File: config.mk
export PLATFORM = sky130hd
export DESIGN_NAME = dis7seg_mux
export DESIGN_NICKNAME = d
export VERILOG_FILES = /design/src/rtl/dis7seg_pkg.sv /design/src/rtl/dis7seg_mux_glyph.sv /design/src/rtl/dis7seg_mux.sv
export SDC_FILE = /design/constraint.sdc
export NUM_CORES = 1
export LEC_CHECK = 0
export BUFFER_PORTS_ARGS = -buffer_cell sky130_fd_sc_hd__buf_2
export CORE_ASPECT_RATIO = 1.25
export CORE_UTILIZATION = 55
export CTS_CLUSTER_SIZE = 40
export DETAILED_ROUTE_END_ITERATION = 12
export PLACE_DENSITY = 0.77
export SLEW_MARGIN = 20
export SYNTH_ARGS = -nofsm -noshare
export SYNTH_HDL_FRONTEND = slang
export SYNTH_SLANG_ARGS = --single-unit
File: constraint.sdc
create_clock -name clk -period 3.1 [get_ports clk]
set_input_delay 0.465 -clock clk [delete_from_list [all_inputs] [get_ports clk]]
set_output_delay 0.465 -clock clk [all_outputs]
set_load 0.03 [all_outputs]
File: src/rtl/dis7seg_pkg.sv
// ---------------------------------------------------------------------------
// dis7seg_pkg
// Shared definitions for the multiplexed 7-segment driver:
//   - active-high segment patterns (bit0 = a .. bit6 = g) for 0-F, minus, blank
//   - 5-bit glyph codes understood by seg7_glyph (0-15 hex, 16 minus, 17 blank)
//   - conversion FSM state encoding
//   - double-dabble nibble adjust helper
// ---------------------------------------------------------------------------
package dis7seg_pkg;

  localparam int BCD_NIBBLES = 10;  // 32-bit magnitude needs 10 decimal digits

  localparam logic [6:0] GLYPH_0     = 7'b0111111;
  localparam logic [6:0] GLYPH_1     = 7'b0000110;
  localparam logic [6:0] GLYPH_2     = 7'b1011011;
  localparam logic [6:0] GLYPH_3     = 7'b1001111;
  localparam logic [6:0] GLYPH_4     = 7'b1100110;
  localparam logic [6:0] GLYPH_5     = 7'b1101101;
  localparam logic [6:0] GLYPH_6     = 7'b1111101;
  localparam logic [6:0] GLYPH_7     = 7'b0000111;
  localparam logic [6:0] GLYPH_8     = 7'b1111111;
  localparam logic [6:0] GLYPH_9     = 7'b1101111;
  localparam logic [6:0] GLYPH_A     = 7'b1110111;
  localparam logic [6:0] GLYPH_B     = 7'b1111100;  // lowercase b
  localparam logic [6:0] GLYPH_C     = 7'b0111001;
  localparam logic [6:0] GLYPH_D     = 7'b1011110;  // lowercase d
  localparam logic [6:0] GLYPH_E     = 7'b1111001;
  localparam logic [6:0] GLYPH_F     = 7'b1110001;
  localparam logic [6:0] GLYPH_MINUS = 7'b1000000;  // also used as the overflow dash
  localparam logic [6:0] GLYPH_BLANK = 7'b0000000;

  localparam logic [4:0] CODE_MINUS = 5'd16;
  localparam logic [4:0] CODE_BLANK = 5'd17;

  typedef enum logic [1:0] {
    IDLE,
    LOAD,
    SHIFT,
    DONE
  } conv_state_e;

  // Add 3 to every BCD nibble that is 5 or more, ahead of the left shift.
  function automatic logic [39:0] dabble_adjust(input logic [39:0] bcd);
    logic [39:0] r;
    r = bcd;
    for (int i = 0; i < BCD_NIBBLES; i++) begin
      if (bcd[4*i +: 4] >= 4'd5) r[4*i +: 4] = bcd[4*i +: 4] + 4'd3;
    end
    return r;
  endfunction

endpackage

File: src/rtl/dis7seg_mux_glyph.sv
// ---------------------------------------------------------------------------
// seg7_glyph
// Combinational glyph decoder. Output is always active-high; any pin polarity
// inversion is applied by the top level.
//   code    in  5  0-15 hex digit, 16 minus/dash, 17 blank (others blank)
//   pattern out 7  segment pattern, bit0 = a .. bit6 = g
// ---------------------------------------------------------------------------
module seg7_glyph
  import dis7seg_pkg::*;
(
  input  logic [4:0] code,
  output logic [6:0] pattern
);

  // NOTE: every signal written in always_comb gets a default first, so no
  // path leaves it unassigned and no latch is inferred.
  always_comb begin
    pattern = GLYPH_BLANK;
    case (code)
      5'd0:    pattern = GLYPH_0;
      5'd1:    pattern = GLYPH_1;
      5'd2:    pattern = GLYPH_2;
      5'd3:    pattern = GLYPH_3;
      5'd4:    pattern = GLYPH_4;
      5'd5:    pattern = GLYPH_5;
      5'd6:    pattern = GLYPH_6;
      5'd7:    pattern = GLYPH_7;
      5'd8:    pattern = GLYPH_8;
      5'd9:    pattern = GLYPH_9;
      5'd10:   pattern = GLYPH_A;
      5'd11:   pattern = GLYPH_B;
      5'd12:   pattern = GLYPH_C;
      5'd13:   pattern = GLYPH_D;
      5'd14:   pattern = GLYPH_E;
      5'd15:   pattern = GLYPH_F;
      5'd16:   pattern = GLYPH_MINUS;
      default: pattern = GLYPH_BLANK;
    endcase
  end

endmodule

File: src/rtl/dis7seg_mux.sv
// ---------------------------------------------------------------------------
// dis7seg_mux
// Multiplexed 1..8 digit 7-segment driver. A sequential double-dabble FSM
// converts the 32-bit input (decimal or hex, optionally signed) and commits a
// full set of glyph codes to the display buffer in one cycle. A prescaled scan
// walks the digits; enables and segments are registered together.
//   clk       in   1       system clock
//   rst       in   1       synchronous active-high reset
//   value     in   32      number to display
//   dp        in   DIGITS  decimal point per digit (bit0 = rightmost)
//   blank     in   1       1 = all enables inactive
//   en        out  DIGITS  one-hot digit enable at EN_ACTIVE
//   seg       out  7       segments a..g at SEG_ACTIVE
//   seg_dp    out  1       decimal point segment at SEG_ACTIVE
//   conv_done out  1       one-cycle pulse when the buffer is updated
// ---------------------------------------------------------------------------
module dis7seg_mux
  import dis7seg_pkg::*;
#(
  parameter int DIGITS     = 4,
  parameter int DIVIDER    = 256,
  parameter int HEX_MODE   = 0,
  parameter int SIGNED     = 1,
  parameter int ZERO_BLANK = 1,
  parameter int EN_ACTIVE  = 0,
  parameter int SEG_ACTIVE = 1
) (
  input  logic              clk,
  input  logic              rst,
  input  logic [31:0]       value,
  input  logic [DIGITS-1:0] dp,
  input  logic              blank,
  output logic [DIGITS-1:0] en,
  output logic [6:0]        seg,
  output logic              seg_dp,
  output logic              conv_done
);

  localparam int IDX_W = (DIGITS > 1) ? $clog2(DIGITS) : 1;
  localparam int PRE_W = $clog2(DIVIDER);
  localparam logic [IDX_W-1:0]  LAST_IDX = IDX_W'(DIGITS - 1);
  localparam logic [PRE_W-1:0]  LAST_PRE = PRE_W'(DIVIDER - 1);
  localparam logic [DIGITS-1:0] EN_OFF   = (EN_ACTIVE != 0) ? '0 : '1;
  localparam logic [6:0]        SEG_OFF  = (SEG_ACTIVE != 0) ? 7'h00 : 7'h7F;
  localparam logic              DP_OFF   = (SEG_ACTIVE == 0);

  conv_state_e       state_q, state_d;
  logic [31:0]       mag_q, mag_d;
  logic              neg_q, neg_d;
  logic [39:0]       bcd_q, bcd_d;
  logic [5:0]        bit_cnt_q, bit_cnt_d;
  logic [4:0]        buf_q [DIGITS];
  logic [4:0]        buf_d [DIGITS];
  logic              conv_done_q, conv_done_d;
  logic [PRE_W-1:0]  pre_q, pre_d;
  logic [IDX_W-1:0]  idx_q, idx_d;
  logic [DIGITS-1:0] en_q, en_d;
  logic [6:0]        seg_q, seg_d;
  logic              seg_dp_q, seg_dp_d;

  logic [39:0]       bcd_adj;
  logic [39:0]       digit_vec;
  logic [3:0]        nib [BCD_NIBBLES];
  int                sig_n;
  int                minus_pos;
  logic              overflow;
  logic [4:0]        code_new [DIGITS];
  logic [6:0]        cur_pattern;
  logic [DIGITS-1:0] onehot;

  assign bcd_adj = dabble_adjust(bcd_q);

  // Glyph build: only meaningful while state_q == DONE.
  always_comb begin
    digit_vec = (HEX_MODE != 0) ? {8'd0, mag_q} : bcd_q;
    sig_n     = 1;
    for (int i = 0; i < BCD_NIBBLES; i++) begin
      nib[i] = digit_vec[4*i +: 4];
      if (nib[i] != 4'd0) sig_n = i + 1;
    end
    // A negative number needs one extra position for the minus glyph; with
    // zero padding the minus sits at the leftmost digit, which must be free.
    overflow  = (sig_n + (neg_q ? 1 : 0)) > DIGITS;
    minus_pos = (ZERO_BLANK != 0) ? sig_n : DIGITS - 1;
    for (int i = 0; i < DIGITS; i++) begin
      if (overflow)                  code_new[i] = CODE_MINUS;
      else if (i < sig_n)            code_new[i] = {1'b0, nib[i]};
      else if (neg_q && i == minus_pos) code_new[i] = CODE_MINUS;
      else if (ZERO_BLANK != 0)      code_new[i] = CODE_BLANK;
      else                           code_new[i] = 5'd0;
    end
  end

  // Conversion FSM next state.
  always_comb begin
    state_d     = state_q;
    mag_d       = mag_q;
    neg_d       = neg_q;
    bcd_d       = bcd_q;
    bit_cnt_d   = bit_cnt_q;
    buf_d       = buf_q;
    conv_done_d = 1'b0;
    case (state_q)
      IDLE: state_d = LOAD;
      LOAD: begin
        neg_d     = (SIGNED != 0) && value[31];
        // 0x80000000 negates to itself, which read unsigned is 2147483648.
        mag_d     = neg_d ? (32'd0 - value) : value;
        bcd_d     = '0;
        bit_cnt_d = '0;
        state_d   = (HEX_MODE != 0) ? DONE : SHIFT;
      end
      SHIFT: begin
        bcd_d     = (bcd_adj << 1) | {39'd0, mag_q[31]};
        mag_d     = {mag_q[30:0], 1'b0};
        bit_cnt_d = bit_cnt_q + 6'd1;
        if (bit_cnt_q == 6'd31) state_d = DONE;
      end
      DONE: begin
        buf_d       = code_new;
        conv_done_d = 1'b1;
        state_d     = IDLE;
      end
      default: state_d = IDLE;
    endcase
  end

  seg7_glyph u_glyph (
    .code    (buf_q[idx_q]),
    .pattern (cur_pattern)
  );

  // Scan: enable and segments both derive from the current idx_q and are
  // registered in the same edge, so they always change together.
  always_comb begin
    pre_d = pre_q + PRE_W'(1);
    idx_d = idx_q;
    if (pre_q == LAST_PRE) begin
      pre_d = '0;
      idx_d = (idx_q == LAST_IDX) ? '0 : idx_q + IDX_W'(1);
    end
    onehot   = DIGITS'(1) << idx_q;
    en_d     = blank ? EN_OFF : ((EN_ACTIVE != 0) ? onehot : ~onehot);
    seg_d    = (SEG_ACTIVE != 0) ? cur_pattern : ~cur_pattern;
    seg_dp_d = (SEG_ACTIVE != 0) ? dp[idx_q] : ~dp[idx_q];
  end

  // NOTE: sequential state uses non-blocking assignments so every flop
  // samples the pre-edge values regardless of statement order.
  always_ff @(posedge clk) begin
    if (rst) begin
      state_q     <= IDLE;
      mag_q       <= '0;
      neg_q       <= 1'b0;
      bcd_q       <= '0;
      bit_cnt_q   <= '0;
      conv_done_q <= 1'b0;
      pre_q       <= '0;
      idx_q       <= '0;
      en_q        <= EN_OFF;
      seg_q       <= SEG_OFF;
      seg_dp_q    <= DP_OFF;
      // NOTE: the buffer is a few flops, not a RAM macro, so resetting it is
      // cheap and guarantees blank digits until the first conversion lands.
      for (int i = 0; i < DIGITS; i++) buf_q[i] <= CODE_BLANK;
    end else begin
      state_q     <= state_d;
      mag_q       <= mag_d;
      neg_q       <= neg_d;
      bcd_q       <= bcd_d;
      bit_cnt_q   <= bit_cnt_d;
      conv_done_q <= conv_done_d;
      pre_q       <= pre_d;
      idx_q       <= idx_d;
      en_q        <= en_d;
      seg_q       <= seg_d;
      seg_dp_q    <= seg_dp_d;
      buf_q       <= buf_d;
    end
  end

  assign en        = en_q;
  assign seg       = seg_q;
  assign seg_dp    = seg_dp_q;
  assign conv_done = conv_done_q;

endmodule

==> results of run 1 <==
==> through the flow <==
stage | power, mW | area (sq um) | util (%) | TNS (ns) | instances
floorplan | 2.80 | 6760 | - | 0 | 808
global placement | 3.07 | 7230 | 61.4 | 0 | 1001
detailed placement | 3.13 | 7230 | 61.4 | -0.168 | 1001
CTS | 5.18 | 7890 | 66.9 | 0 | 1035
global route | 5.43 | 8050 | 68.3 | -0.0279 | 1038
finish | 5.19 | 8050 | 68.3 | 0 | 1038
==> worst min-delay path: stages <==
cell     delay [ns]
buf_2          0.07
nor2_1         0.06
nand2_1        0.06
==> flip-flops by register name, summed over array words and instances (netlist names), 2 cells and up <==
| name | cells |
|---|---|
| bcd_q | 40 |
| idx_q | 2 |
| state_q | 2 |
| pre_q | 8 |
| buf_q | 20 |
| mag_q | 32 |
| en | 4 |
| seg | 7 |
| bit_cnt_q | 6 |
==> power breakdown <==
part	switching, mW	leakage, nW	total, mW	internal (mW)
logic	0.796	1.86	1.20	0.403
registers	0.118	1.01	1.93	1.81
clock network	0.747	0.292	2.06	1.31
==> worst max-delay path by stage <==
stage,startpoint,to,slack (ns)
after floorplan,bcd_q[12],buf_q[7],0.03
after global placement,bcd_q[5],buf_q[8],0.05
after detailed placement,bcd_q[5],buf_q[6],-0.06
after CTS,bcd_q[25],buf_q[6],0.006
after global routing,bcd_q[33],buf_q[6],-0.02
final,bcd_q[5],buf_q[6],0.13
==> cell type report <==
type	count	area, sq um	share of cell area [%]
clock inverters	13	165	2.05
repair buffers	79	478	5.94
clock buffers	19	453	5.63
flip-flops and latches	124	2490	31.0
inverters	43	161	2.01
multi-input cells	599	4100	50.9
well taps	161	201	2.50
==> cell usage in the layout (no fill, tap or decap), drive strengths merged, types with 15 or more instances in the layout <==
cell type,synthesis,layout
o21ai,49,49
nor3,23,23
xor2,24,24
inv,41,43
nor2,97,97
mux2i,15,15
and3,17,17
dfxtp,124,124
nand2,75,75
clkbuf,36,19
a22oi,24,24
a21oi,51,51
xnor2,34,34
buf,6,79
ha,40,40
==> metal layers <==
layer	wire length (um)	track usage (%)	vias to the layer above
met1	6450	28.9	2822
met4	546	14.7	0
met5	0	0	-
met3	658	4.61	48
met2	8040	45.3	200
li1	-	-	2967
==> cells by family (layout without fill, tap and decap cells) <==
family,Yosys count,count (layout),share of synthesized area (%)
flip-flops,124,124,36.7
AND/OR/NAND/NOR,282,282,20.1
adder cells (fa/ha/maj),40,40,7.41
multiplexers,22,22,4.56
buffers and inverters,85,154,4.83
XOR/XNOR,58,58,7.52
AO/OA/AOI/OAI,197,197,18.8
==> what timing repair did <==
action,in CTS,in global routing
setup buffers,2,3
endpoints found under the setup margin,9,16
pin swaps,2,7
gates cloned,0,0
resized for setup,4,32
==> impl_metrics.toml, run 1 <==
[outcome]
outcome = "completed"

[timing]
fin_crit_sh_pct = 95.8
maxSlewHeadroom_pct = 48.7
setup_ws_ns = 0.131
worstMarginPinSlew_ns = 0.767
fmax_mhz = 337
hold_ws_ns = 0.264
final-max-slew-violation-count = 0
finClkSkew_ns = 0.00627
setup_violations = 0
finalHoldViolCount = 0
finalCriticalPeriod_ns = 2.97

[detailed_routing]
firstDrtPassIters = 5
drc = 0
drt-wirelength-per-cell_um = 15.1
wirelength_um = 15700
viasPerCell = 5.82
drtIter0Drc = 317
num_vias = 6037
drtAntennaViolNets = 0

[global_route]
grt_usage_pct = 25.8
grt_pass1_wl_um = 26400
grt_pass1_vias = 5933
grt_start_max_net_pins = 62
antenna_found_initial = 0
grt_overflow_total = 0

[setup_path]
path_common_cell = "nor3b_4"
cp_cell_sequence = "inv_2 > ha_4 > nor3b_4 > o41a_1 > o211ai_1 > nor4b_2 > ha_2 > ha_1 > o21bai_1 > mux2i_1 > nor3b_2 > nor3b_4 > a22o_1"
cp_data_arrival_time_ns = 3.33
reg2reg_to = "buf_q[6]"
crit_buf_inv = 1
critPathTopFamily = "compound AO/OA/AOI/OAI gates"
start_kind = "register"
crit_fanout = 4
end_kind = "register"
r2r_cells = 13
cpPeakStageDelay_ns = 0.36
criticalPathCategory = "register to register"
cp_slowest_cell = "dfxtp_4"
path_depth = 13
crit_required_ns = 3.46
r2r_start = "bcd_q[5]"
regToRegSetupSlack_ns = 0.13

[synth]
ys_seq_area_share_pct = 36.7
async_flop_share_pct = 0
syn_avg_cell_area_sq_um = 8.36
yosys.cell_count.top_type = "dfxtp_1"
synth.top_cells.by_count = "dfxtp_1, nor2_1, nand2_1"
synth_top_area_share_pct = 36.7
syn-cell-area_sq_um = 6760
yosys-top-cells-area = "dfxtp_1, ha_1, nor2_1, xnor2_1, nand2_1"
ys.flop_type = "dfxtp_1"
synth-edff-count = 0
yosysWarningCount = 0
syn_nets = 887
synth_top_cell_by_area = "dfxtp_1"
ys_ff_latch = 124
synth_cell_types = 60
syn_inst = 808

[final_layout]
area_delta_synth_final_pct = 19.1
nFillCells = 923
antenna_cells = 0
nets = 943
drive_gt1_share_pct = 17.6

[clocking]
cts-root-buf = "clkbuf_16"
cts-htree-levels = 4
tritoncts = "yes"
clockBufferDepth = 2
clk_pin_slew_worst_paths_ns = 0.06
cts_hold_buf = 0
clock_latency_ns = 0.42
cts_buffers = 17
clkSinkCount = 124

[placed_design]
hpwl_um = 10600
pre_cts_slack_ns = -0.0609
io_buffers = 51
gp_congestion = 0.854

[die]
initial_core_util_pct = 57.3
row_count = 44
die_area_sq_um = 12700
die_y_um = 126
fp.dieW_um = 101
ios = 52
core_sq_um = 11800

[power_and_ir_drop]
p_per_area_nw_per_um2 = 645
vdd_drop_max_mv = 0.440
power_leakage_nw = 3.16

[min_path]
min_path_cells = 3
hold_path_class = "primary input to register"
hold_path.startpoint = "blank"
hold_end = "en[2]"

[flow_run]
maxCapViolations = 0
Power figures use the tool's default switching activity.
==> run 2, diff against run 1 <==
- ABC_CLOCK_PERIOD_IN_PS: default -> 2900
- CORE_UTILIZATION: 55 -> 61
- PLACE_DENSITY: 0.77 -> 0.81
- clock period: 3.1 -> 2.9 ns (I/O delays scaled with it)
==> run 2 against run 1 <==
Effect of this change: worst setup slack got worse by 0.15 ns; die area fell by 9.7%; clock skew increased by 0.00084 ns; fmax grew 1.7%; total power is 5.8% higher; cell area is 1.7% higher; utilization is 8.4 points higher; global-route usage is 2.5 points higher; critical endpoint is now buf_q[10]; sequential power increased by 7%; first-iteration DRC count is 11% lower; routed wire length decreased by 0.42%; clock power barely moved; the run now ends with negative setup slack left.
==> impl_metrics.toml, run 2 (synthesis results as in run 1) <==
[min_path]
min_path_cells = 3
hold_path_class = "primary input to register"

[timing]
fmax_mhz = 343
fin_crit_sh_pct = 101
finalHoldViolCount = 0
setup_violations = 1
rsz0062_at_grt = "true"
worstMarginPinSlew_ns = 0.579
setup_ws_ns = -0.0192
finClkSkew_ns = 0.00711
finalCriticalPeriod_ns = 2.92
final-max-slew-violation-count = 0
maxSlewHeadroom_pct = 61.2

[setup_path]
regToRegSetupSlack_ns = -0.02
criticalPathCategory = "register to register"
r2r_cells = 14
cp_data_arrival_time_ns = 3.21
end_kind = "register"
start_kind = "register"
crit_fanout = 6
crit_required_ns = 3.20

[die]
initial_core_util_pct = 63.3
row_count = 42
ios = 52
fp.dieW_um = 96.1
die_area_sq_um = 11500
core_sq_um = 10700
die_y_um = 120

[placed_design]
gp_congestion = 0.901
pre_cts_slack_ns = -0.0858
hpwl_um = 11100
dp.cells = 997
io_buffers = 51

[clocking]
cts_hold_buf = 0
clkSinkCount = 124
tritoncts = "yes"
clock_latency_ns = 0.42
cts-htree-levels = 4
cts_buffers = 17
clk_pin_slew_worst_paths_ns = 0.06
clockBufferDepth = 2
cts-root-buf = "clkbuf_16"

[detailed_routing]
wirelength_um = 15600
drtIter0Drc = 281
firstDrtPassIters = 5
drtAntennaViolNets = 0
viasPerCell = 5.90
drt-wirelength-per-cell_um = 15.1
num_vias = 6121
drc = 0

[power_and_ir_drop]
pwr-share-seq_pct = 37.7
switchingPower_mw = 1.74
power_leakage_nw = 3.28
internal_power_mw = 3.75
vdd_drop_max_mv = 0.393
p_sw_share_pct = 31.7
pwr-share-clk_pct = 37.8
p_per_area_nw_per_um2 = 671
power_frac_comb_pct = 24.5

[global_route]
grt_usage_pct = 28.3
grt_pass1_wl_um = 25500
grt_start_max_net_pins = 35
antenna_found_initial = 0
grt_pass1_vias = 5856
grt_overflow_total = 0

[final_layout]
reg_top3 = "bcd_q: 40 flops, mag_q: 32 flops, buf_q: 20 flops"
final_common_cell = "dfxtp_1"
layout_common_cells = "dfxtp_1, nor2_1, nand2_1"
regMostFlops = "bcd_q"
seq_area_sq_um = 2490
antenna_cells = 0
finalCoreUtilization_pct = 76.7
area_delta_synth_final_pct = 21.1
nets = 971
stdcell_count = 1037
nFillCells = 745
multi_input_area_sq_um = 4090
largest_register_ffs = 40
drive_gt1_share_pct = 21.3

[outcome]
violations = "negative setup slack"
outcome = "finished with violations"

[flow_run]
maxCapViolations = 0
## run 2: cell types whose count changed in the layout (fill, tap and decap cells not counted), sizes merged
| cell | change |
|---|---|
| clkinv | +3 |
| buf | +28 |
| clkinvlp | -2 |
| bufinv | -1 |
| inv | -2 |
| clkbuf | +2 |
## run 2: per-layer routing
layer,vias to the layer above,global-route usage (%),share of wire [%]
met5,-,0,0
met2,177,51.1,52
met3,44,6.46,4.3
li1,3014,-,-
met4,0,11.9,3.0
met1,2886,30.9,40
## run 2: power by group through the flow
| stage | Sequential [mW] | Clock [mW] | Combinational [mW] |
|---|---|---|---|
| floorplan | 2.07 | 0 | 0.924 |
| global placement | 2.08 | 0 | 1.26 |
| detailed placement | 2.10 | 0 | 1.31 |
| CTS | 2.07 | 2.10 | 1.33 |
| global route | 2.10 | 2.18 | 1.48 |
| finish | 2.07 | 2.08 | 1.34 |
## run 2: area by class of cell
cell class / count / share of cell area, %
inverter: 43 / 1.97
multi-input combinational: 599 / 50.0
tap: 132 / 2.02
timing repair buffer: 107 / 8.31
clock buffer: 21 / 5.75
sequential: 124 / 30.5
clock inverter: 11 / 1.44
## run 2: worst max-delay path: stages (launching register included)
cell and delay (ns):
dfxtp_2 0.32, inv_1 0.07, ha_4 0.16, nor3b_4 0.15, o41a_1 0.33, o211ai_1 0.25
nor4b_2 0.09, ha_2 0.21, ha_4 0.26, o21bai_1 0.08, mux2i_1 0.21, nor3b_2 0.07
buf_4 0.16, buf_6 0.13, a221o_1 0.30
## run 2: what timing repair did
item	4_1_cts	5_1_grt
gates resized for setup	4	14
buffers inserted	2	7
cloned	0	0
setup endpoints to repair	10	15
pin swaps	1	11
## run 2: worst paths after layout
check              end  startpoint
min              en[2]       blank
max reg2reg  buf_q[10]    bcd_q[4]
min reg2reg   pre_q[0]    pre_q[0]
max          buf_q[10]    bcd_q[4]
## run 2: stage by stage
stage / power [mW] / hold slack, ns / cell area (sq um) / TNS (ns)
2_1_floorplan: 3.00 / 0.429 / 6840 / -0.000187
3_3_place_gp: 3.35 / 0.443 / 7460 / -0.00367
3_5_place_dp: 3.41 / 0.459 / 7460 / -0.380
4_1_cts: 5.50 / 0.224 / 8080 / 0
5_1_grt: 5.75 / 0.228 / 8180 / -1.11
6_report: 5.48 / 0.239 / 8180 / -0.0192
==> run 3, diff against run 2 <==
- ABC_CLOCK_PERIOD_IN_PS: 2900 -> 3400
- CORE_UTILIZATION: 61 -> 65
- PLACE_DENSITY: 0.81 -> 0.85
- clock period: 2.9 -> 3.4 ns (I/O delays scaled with it)
==> run 3 against run 2 <==
Effect of this change: the run now ends clean; total power shrank 13%; critical path type unchanged; clock skew is 0.0017 ns higher; highest routed layer unchanged; first-iteration DRC count grew 82%; sequential share of layout area rose by 1.4 points; largest cell class unchanged.
==> impl_metrics.toml, run 3 (synthesis results as in run 1) <==
[clocking]
clk_pin_slew_worst_paths_ns = 0.05
clkSinkCount = 124
cts_buffers = 17
cts-root-buf = "clkbuf_16"
cts_hold_buf = 0
cts-htree-levels = 4
tritoncts = "yes"
clock_latency_ns = 0.42
clockBufferDepth = 2

[timing]
hold_ws_ns = 0.315
rsz0062_at_grt = "false"
maxSlewHeadroom_pct = 50.4
fin_crit_sh_pct = 97.3
setup_violations = 0
finClkSkew_ns = 0.00884
finalHoldViolCount = 0
worstMarginPinSlew_ns = 0.741
setup_ws_ns = 0.0935
finalCriticalPeriod_ns = 3.31
fin_setup_tns_ns = 0
final-max-slew-violation-count = 0
fmax_mhz = 302

[setup_path]
regToRegSetupSlack_ns = 0.09
criticalPathCategory = "register to register"
crit_fanout = 5
end_kind = "register"
cp_data_arrival_time_ns = 3.61
crit_required_ns = 3.70
start_kind = "register"

[final_layout]
largest_register_ffs = 40
regMostFlops = "bcd_q"
stdcell_count = 995
seq_area_sq_um = 2480
nets = 934
final_common_cell = "dfxtp_1"
layout_common_cells = "dfxtp_1, nor2_1, nand2_1"
drive_gt1_share_pct = 14.1
multi_input_area_sq_um = 3970
nFillCells = 684
reg_top3 = "bcd_q: 40 flops, mag_q: 32 flops, buf_q: 20 flops"
antenna_cells = 0
area_delta_synth_final_pct = 15.3

[global_route]
grt_overflow_total = 0
antenna_found_initial = 0
grt_pass1_wl_um = 26500
grt_pass1_vias = 5894
grt_start_max_net_pins = 62
grt_usage_pct = 31.2

[power_and_ir_drop]
p_per_area_nw_per_um2 = 612
vdd_drop_max_mv = 0.387
total_power_mw = 4.77
power_leakage_nw = 3.07

[detailed_routing]
wirelength_um = 16100
drt-wirelength-per-cell_um = 16.1
drtIter0Drc = 512
drc = 0
num_vias = 6062
viasPerCell = 6.09
firstDrtPassIters = 5
drtAntennaViolNets = 0

[die]
ios = 52
fp.dieW_um = 93.2
die_y_um = 116
core_sq_um = 10100
row_count = 41
initial_core_util_pct = 66.8
die_area_sq_um = 10800

[placed_design]
hpwl_um = 10600
gp_congestion = 0.873
pre_cts_slack_ns = -0.0508
dp.cells = 961
io_buffers = 51

[min_path]
hold_path_class = "primary input to register"

[outcome]
outcome = "completed"

[flow_run]
maxCapViolations = 0
## run 3: power breakdown
part	total (mW)	internal [mW]	switching, mW
combinational	1.10	0.364	0.734
clock	1.90	1.27	0.627
sequential	1.77	1.65	0.112
total	4.77	3.29	1.47
## run 3: layer usage
metal  vias up  GRT usage [%]  share of wire, %
met3        39           8.46               5.4
li1       2933              -                 -
met1      2853           33.6                40
met2       237           57.5                52
met5         -              0                 0
met4         0           12.3               2.6
## run 3: repair_timing
action | 4_1_cts | 5_1_grt
buffers inserted | 1 | 3
gates resized for setup | 2 | 3
pin swaps | 1 | 2
setup endpoints to repair | 3 | 12
cloned | 0 | 0
## run 3: worst paths after layout
path,start,end,depth (start not counted)
max,bcd_q[5],buf_q[15],14
min,blank,en[1],3
max reg2reg,bcd_q[5],buf_q[15],14
min reg2reg,pre_q[0],pre_q[0],1
## run 3: metrics by stage
stage	utilization (%)	instance area, sq um
2_1_floorplan	-	6760
3_3_place_gp	70.5	7120
3_5_place_dp	70.5	7120
4_1_cts	76.7	7750
5_1_grt	77.1	7790
6_report	77.1	7790
## run 3: cell type report
type / count / area share (%)
Timing Repair Buffer: 70 / 5.11
Tap cell: 129 / 2.07
Multi-Input combinational cell: 599 / 51.0
Clock inverter: 7 / 1.77
Inverter: 43 / 2.07
Clock buffer: 23 / 6.14
Sequential cell: 124 / 31.9
## run 3: worst max-delay path: stages, from the launching register on
cell      delay [ns]
dfxtp_1         0.41
inv_1           0.09
ha_1            0.23
nor3b_2         0.18
o41a_1          0.32
o211ai_1        0.24
nor4b_1         0.10
ha_1            0.22
ha_1            0.30
o21ai_0         0.10
mux2i_1         0.27
nor3b_2         0.10
buf_4           0.16
buf_4           0.14
a221o_1         0.32
